## src/rtl/mac_accumulator.sv

```systemverilog
// mac_accumulator: multiply-accumulate controller wrapped around an external
// combinational N x N multiplier. Operand pairs arrive on a valid/ready stream,
// are registered onto the multiplier inputs, and the returned products are
// summed. The dot product is presented on a second valid/ready stream once the
// beat tagged last has been folded in.
//
// Ports:
//   clk, reset          single clock, synchronous active-high reset
//   in_valid/in_ready   operand stream handshake (in_ready is registered)
//   in_a, in_b, in_last operand pair and end-of-dot-product tag
//   mult_a, mult_b      registered operands to the multiplier
//   mult_q              multiplier product (2*N bits, combinational from mult_a/b)
//   out_valid/out_ready result stream handshake
//   out_acc             accumulated sum (ACC_W bits)
//   out_cnt             pairs accumulated, saturating at 255
//   out_ovf             sticky accumulator overflow for this result
//
// Build option: define MAC_SATURATE_EN to clamp the accumulator at all-ones on
// overflow instead of wrapping modulo 2^ACC_W.
module mac_accumulator #(
  parameter int unsigned N     = 4,
  parameter int unsigned ACC_W = 16
) (
  input  logic             clk,
  input  logic             reset,
  input  logic             in_valid,
  input  logic [N-1:0]     in_a,
  input  logic [N-1:0]     in_b,
  input  logic             in_last,
  output logic             in_ready,
  output logic [N-1:0]     mult_a,
  output logic [N-1:0]     mult_b,
  input  logic [2*N-1:0]   mult_q,
  output logic             out_valid,
  output logic [ACC_W-1:0] out_acc,
  output logic [7:0]       out_cnt,
  output logic             out_ovf,
  input  logic             out_ready
);

  if (ACC_W < 2 * N) begin : g_bad_width
    $error("mac_accumulator: ACC_W must be at least 2*N");
  end

  typedef enum logic [1:0] {StAcc, StDrain, StDone} state_e;

  state_e           state_q, state_d;
  logic             p_vld;
  logic             accept;
  logic             take;
  logic [ACC_W:0]   sum;
  logic             carry;
  logic [ACC_W-1:0] acc_d;

  always_comb begin
    accept  = in_valid && in_ready;
    take    = out_valid && out_ready;
    state_d = state_q;
    unique case (state_q)
      StAcc:   if (accept && in_last) state_d = StDrain;
      StDrain: state_d = StDone;
      StDone:  if (take) state_d = StAcc;
      default: state_d = StAcc;
    endcase
  end

  // One extra bit catches the carry out of the accumulator.
  always_comb begin
    sum   = {1'b0, out_acc} + (ACC_W + 1)'(mult_q);
    carry = sum[ACC_W];
`ifdef MAC_SATURATE_EN
    // Once overflowed, stay pinned at all-ones for the rest of the dot product.
    acc_d = (carry || out_ovf) ? '1 : sum[ACC_W-1:0];
`else
    acc_d = sum[ACC_W-1:0];
`endif
  end

  always_ff @(posedge clk) begin
    if (reset) begin
      state_q   <= StAcc;
      in_ready  <= 1'b0;
      mult_a    <= '0;
      mult_b    <= '0;
      p_vld     <= 1'b0;
      out_valid <= 1'b0;
      out_acc   <= '0;
      out_cnt   <= '0;
      out_ovf   <= 1'b0;
    end else begin
      state_q  <= state_d;
      in_ready <= (state_d == StAcc);
      // out_valid trails entry into DONE by one cycle and drops on the
      // handshake edge, so it never stays high after the result is taken.
      out_valid <= (state_q == StDone) && (state_d == StDone);
      p_vld     <= accept;
      if (accept) begin
        mult_a <= in_a;
        mult_b <= in_b;
      end
      if (take) begin
        out_acc <= '0;
        out_cnt <= '0;
        out_ovf <= 1'b0;
      end else if (p_vld) begin
        out_acc <= acc_d;
        out_ovf <= out_ovf | carry;
        if (out_cnt != 8'hFF) out_cnt <= out_cnt + 8'd1;
      end
    end
  end

endmodule

```

## config.mk

```make
export PLATFORM = sky130hd
export DESIGN_NAME = mac_accumulator
export DESIGN_NICKNAME = d
export VERILOG_FILES = /design/src/rtl/mac_accumulator.sv
export SDC_FILE = /design/constraint.sdc
export NUM_CORES = 1
export LEC_CHECK = 0
export ABC_AREA = 1
export CAP_MARGIN = 25
export CORE_MARGIN = 4
export CORE_UTILIZATION = 52
export CTS_CLUSTER_SIZE = 14
export DETAILED_ROUTE_END_ITERATION = 7
export PLACE_DENSITY = 0.85
export SYNTH_ARGS = -nofsm -noshare
export SYNTH_HDL_FRONTEND = slang
export SYNTH_SLANG_ARGS = --single-unit
```

## constraint.sdc

```tcl
create_clock -name clk -period 3 [get_ports clk]
set_clock_uncertainty 0.05 [all_clocks]
set_input_delay 0.3 -clock clk [delete_from_list [all_inputs] [get_ports clk]]
set_output_delay 0.3 -clock clk [all_outputs]
set_load 0.01 [all_outputs]
```

==> run metrics, run 1 <==
outcome completed; Least-Margin Pin Slew 505.0 ps; vias in the first global route 1972; first-pass GRT wire length 8.466 mm; Max-slew headroom 66.30%; switching power 0.2924 mW; Initial DRC Count 138; Final Power between 1 and 1.5 mW; Internal 0.7972 mW; clock power share 33.9%; DPL Wire Length 3.763 mm; total iterations of the first detailed-routing run 4; average routed wire per standard cell 12.00 um; deepest clock path buffer count 2; post-cts repair resize count 0; CTS tree built; max cap viols 0; clk sinks 38; Num CTS Buffers 5; drt drc 0; RSZ-0062 raised after global routing false; syn_nets 330; CTS H-tree depth 2; nets between 300 and 400; Area Growth Syn to Fin 34.17%; initial antenna violation count 0; die area 0.005013 mm2; Synth cell types 28; hold_buf cts 0; Post-Synthesis Cells 299; worst min-delay path category register to register; Max rail drop VDD between 0.0003 and 0.0004 V; cell area after synthesis 0.002051 mm2; GR Overflow Total 0; yosys warns 0; setup TNS 0 ps; die width roughly 71 um; IO Port Bufs 55; # diodes 0; Reg power frac 49.2%; Worst setup EP type register; fin. max-slew vios 0; Comb pwr share around 17%; leakage component of the power 1.209 nW; min cycle time layout 1903 ps; share of cells above drive strength 1 6.667%; final worst setup slack between 1000 and 1500 ps; die height 70.80 um; Cell Rows 22; FMAX about 530 MHz; global placement routability congestion 0.8997; critical-path maximum fanout 3; number of synthesized register bits 38; final setup vio count 0; Via Count 2101; Clk Latency, worst-skew pair 290 ps; Starting Density 54.78%; All-Layer GR Usage between 20% and 30%; startpoint types input port; sequential fraction of the synthesis area 37.10%; post-route ant nets 0; critical path class input port to register; Core ar. roughly 0.0037 mm2; final hold violation count 0; final worst-path cycle share 63.45%; Root Buffer clkbuf_8; largest net degree at the start of global routing 14; CP arrival a little over 2000 ps; Pwr Density 396.0 mW/mm2; Req. time, crit path 3140 ps; Synth Area per Inst 6.859 um2; Clk pin slew, worst setup/hold paths 80 ps; # IOs 56; via/cell ratio 5.150; post-CTS setup buffer count 0; Final Util 73.50%; DRT Wirelength 4.898 mm; Place WS 802.7 ps; Switching Share between 20% and 30%
## kinds of logic (layout without fill, tap and decap cells)
family | count (synthesis) | in the layout | synth area share, %
xor+xnor | 7 | 7 | 2.990
flops | 38 | 38 | 37.10
compound gates | 37 | 37 | 9.640
fa+ha+maj | 10 | 10 | 6.467
buf+inv | 37 | 98 | 7.017
simple gates | 170 | 170 | 36.79
## registers in the layout, indices dropped and copies added, names as in the netlist
register and count:
in_ready 1, p_vld 1, out_acc 16, mult_a 4, state_q 2, out_cnt 8
mult_b 4, out_ovf 1, out_valid 1
## power by group through the flow
stage	Clock (mW)	Sequential, mW	Combinational, mW
finish	0.369	0.536	0.184
global route	0.398	0.539	0.205
CTS	0.373	0.536	0.185
detailed placement	0	0.548	0.183
global placement	0	0.547	0.180
floorplan	0	0.554	0.0930
## cell usage after synthesis
master    instances  area [um2]
clkinv_1          1       3.750
nor2_2            1       6.260
nor3_2            1       10.01
nor4_1            1       6.260
nor2_1           56       210.2
xor2_1            5       43.79
nor3_1            3       15.01
nor4_2            1       12.51
o21ai_0          13       65.06
ha_1              9       112.6
buf_2             4       20.02
fa_1              1       20.02
nand2_1          69       259.0
nand2_2           3       18.77
a21oi_1          19       95.09
xnor2_1           2       17.52
o211ai_1          1       7.510
nand3_2           4       40.04
nor4_4            1       21.27
or2_2             1       6.260
a21boi_0          1       7.510
a21o_1            2       15.01
nand4_1           3       18.77
nand3_1          26       130.1
inv_1            30       112.6
dfxtp_1          38       760.7
o21bai_1          1       7.510
inv_2             2       7.510
## placed cells by master (no fill, tap or decap)
cell type        synthesis  routed
xnor2_1                  2       2
nor2_1                  56      56
inv_1                   30      30
nand2_2                  3       3
or2_2                    1       1
buf_4                    0       2
nor2_2                   1       1
nor4_2                   1       1
clkinv_2                 0       1
xor2_1                   5       5
ha_1                     9       9
clkdlybuf4s50_1          0      55
dfxtp_1                 38      38
nand2_1                 69      69
nand4_1                  3       3
fa_1                     1       1
nand3_2                  4       4
nor3_2                   1       1
clkbuf_8                 0       6
a21o_1                   2       2
clkinv_1                 1       1
nand3_1                 26      26
o211ai_1                 1       1
nor4_1                   1       1
a21boi_0                 1       1
o21ai_0                 13      13
nor3_1                   3       3
inv_2                    2       2
o21bai_1                 1       1
clkinvlp_4               0       1
nor4_4                   1       1
a21oi_1                 19      19
## worst paths after layout
path	start	endpoint	slack [ps]	depth (start not counted)
max	mult_q[0]	out_acc[6]	1100	10
min	out_ovf	out_ovf	430	2
max reg2reg	out_acc[0]	out_acc[6]	1220	9
min reg2reg	out_ovf	out_ovf	430	2
## routing by layer
metal  part of all wire, %  track usage [%]
met1                    43            24.37
met2                    49            36.25
met3                   6.8            6.250
met4                  0.94            5.428
met5                     0                0
## through the flow
step | cell area (um2) | hold WS (ps) | cells
finish | 2751 | 425.8 | 408
global route | 2751 | 456.9 | 408
CTS | 2751 | 423.4 | 408
detailed placement | 2656 | 411.9 | 400
global placement | 2656 | 406.3 | 400
floorplan | 2051 | 321.6 | 299
## worst max-delay path, stage by stage
cell and delay [ps]:
clkdlybuf4s50_1 420, ha_1 250, fa_1 440, nand2_1 100, nand3_1 100, nand3_1 120
a21o_1 130, nand3_1 70, nand2_1 80, inv_1 30
## final cells by class
cell class,count,area [um2]
clock buffers,6,82.58
clock inverters,2,12.51
fillers,344,992.2
inverters,33,123.9
multi-input cells,224,1146
flip-flops and latches,38,760.7
well taps,48,60.06
repair buffers,57,565.5
(Power assumes the default switching activity.)
==> run 2, diff against run 1 <==
CORE_UTILIZATION = 43   (was 52)
PLACE_DENSITY = 0.75   (was 0.85)
clock period = 1.7 ns   (was 3 ns; I/O delays follow)
==> run 2 against run 1 <==
Highest routed layer unchanged. Largest power group unchanged. Final cell count up 4.7%. Count of clock-buffer cells in the layout stayed put. Sequential cell count is the same. Die area rose by 18%. Critical path depth shrank 9. Utilization is 8.2 points lower. Critical endpoint is now out_acc[8].
==> run metrics, run 2 (synthesized netlist as in run 1, its figures left out) <==
largest net degree at the start of global routing 13; Worst Reg-to-Reg Cells 8; startpoint types register; Root Buffer clkbuf_8; IO Port Bufs 55; final hold violation count 0; GR Overflow Total 0; vias in the first global route a little over 2000; fin area around 0.003 mm2; Hold Crit Depth 3; Core ar. approximately 0.0045 mm2; die width around 77 um; Cell Rows 24; hold_buf cts 0; total iterations of the first detailed-routing run 4; initial antenna violation count 0; CTS tree built; CP top delay family buffers and inverters; worst min-delay path category input port to register; DRT Wirelength 5.035 mm; final worst setup slack 65.00 ps; Placed Cells 419; die height roughly 77 um; crit-path max cell delay 600 ps; critical-path cell list clkdlybuf4s50_1; commonest non-fill, non-tap cell in the layout nand2_1; most flop-heavy register out_acc; CP arrival 1410 ps; filler instances around 400; CTS H-tree depth 2; Post-Place Cell Area 0.002774 mm2; All-Layer GR Usage roughly 17%; Clk pin slew, worst setup/hold paths 80 ps; flip-flop count of the largest register after layout 16; leakage component of the power 1.285 nW; Hold WS 406.7 ps; # IOs 56; r2r endpoint out_acc[8]; post-CTS setup buffer count 0; deepest clock path buffer count 2; final setup vio count 0; post-cts repair resize count 1; clk sinks 38; DPL Wire Length 3.962 mm; Worst setup EP type output pin; share of cells above drive strength 1 a little over an eighth; drt drc 0; Max-slew headroom between 70% and 80%; die area 0.005938 mm2; Via Count about 2100; slowest CP cell clkdlybuf4s50_1; Req. time, crit path 1480 ps; Pwr Density roughly 670 mW/mm2; critical path class register to output pin; Max rail drop VDD 0.0004962 V; Initial DRC Count 107; FMAX 611.6 MHz; Place WS -344.8 ps; Worst Path Buf+Inv 1; critical-path maximum fanout 8; Final Util between 60% and 70%; Final Power 1.968 mW; fin. max-slew vios 0; outcome completed; final std cells w/o fill 427; Starting Density 45.83%; Worst Hold Launch in_last; most frequent cells in the layout nand2_1, nor2_1, clkdlybuf4s50_1; Num CTS Buffers 5; internal reg-to-reg setup slack 120 ps; Clk Latency, worst-skew pair 290 ps; final worst-path cycle share between 90% and 100%; min cycle time layout 1635 ps; max cap viols 0; reg2reg start out_acc[0]; nets 405; # diodes 0; Hold EP state_q[0]; global placement routability congestion 0.8492; average routed wire per standard cell 11.79 um; setup TNS 0 ps; post-route ant nets 0; Area Growth Syn to Fin 42.53%; largest registers out_acc: 16 flops, out_cnt: 8 flops; first-pass GRT wire length around 8.5 mm; Least-Margin Pin Slew about 340 ps; via/cell ratio between 4 and 5
==> run 2: cell types whose count changed in the layout (fill, tap and decap cells not counted), sizes merged <==
cell and change:
buf +15
==> run 2: per-layer routing <==
metal	part of all wire (%)	GRT usage (%)	up-vias
li1	-	-	1113
met1	42	19.51	938
met2	49	30.23	59
met3	7.0	5.504	10
met4	1.6	7.651	0
met5	0	0	-
==> run 2: where the power goes <==
part	internal (mW)	switching (mW)
sequential	0.922	0.0236
clock	0.326	0.325
combinational	0.193	0.179
total	1.44	0.528
==> run 2: layout make-up <==
class	instances	area (um2)	share of cell area, %
clock buffers	6	82.58	2.825
well taps	52	65.06	2.226
multi-input cells	224	1200	41.05
flip-flops and latches	38	760.7	26.03
repair buffers	72	678.2	23.20
inverters	33	123.9	4.238
clock inverters	2	12.51	0.4281
==> run 2: worst max path at each step <==
| stage | start | end | slack [ps] | cells past startpoint |
|---|---|---|---|---|
| final | out_acc[8] | out_acc[8] | 70 | 1 |
| after global routing | out_acc[6] | out_acc[14] | -20 | 8 |
| after CTS | mult_q[0] | out_acc[12] | 10 | 9 |
| after detailed placement | mult_q[0] | out_acc[12] | -340 | 9 |
| after global placement | mult_q[0] | out_acc[8] | -300 | 9 |
| after floorplan | out_acc[0] | out_acc[8] | 50 | 8 |
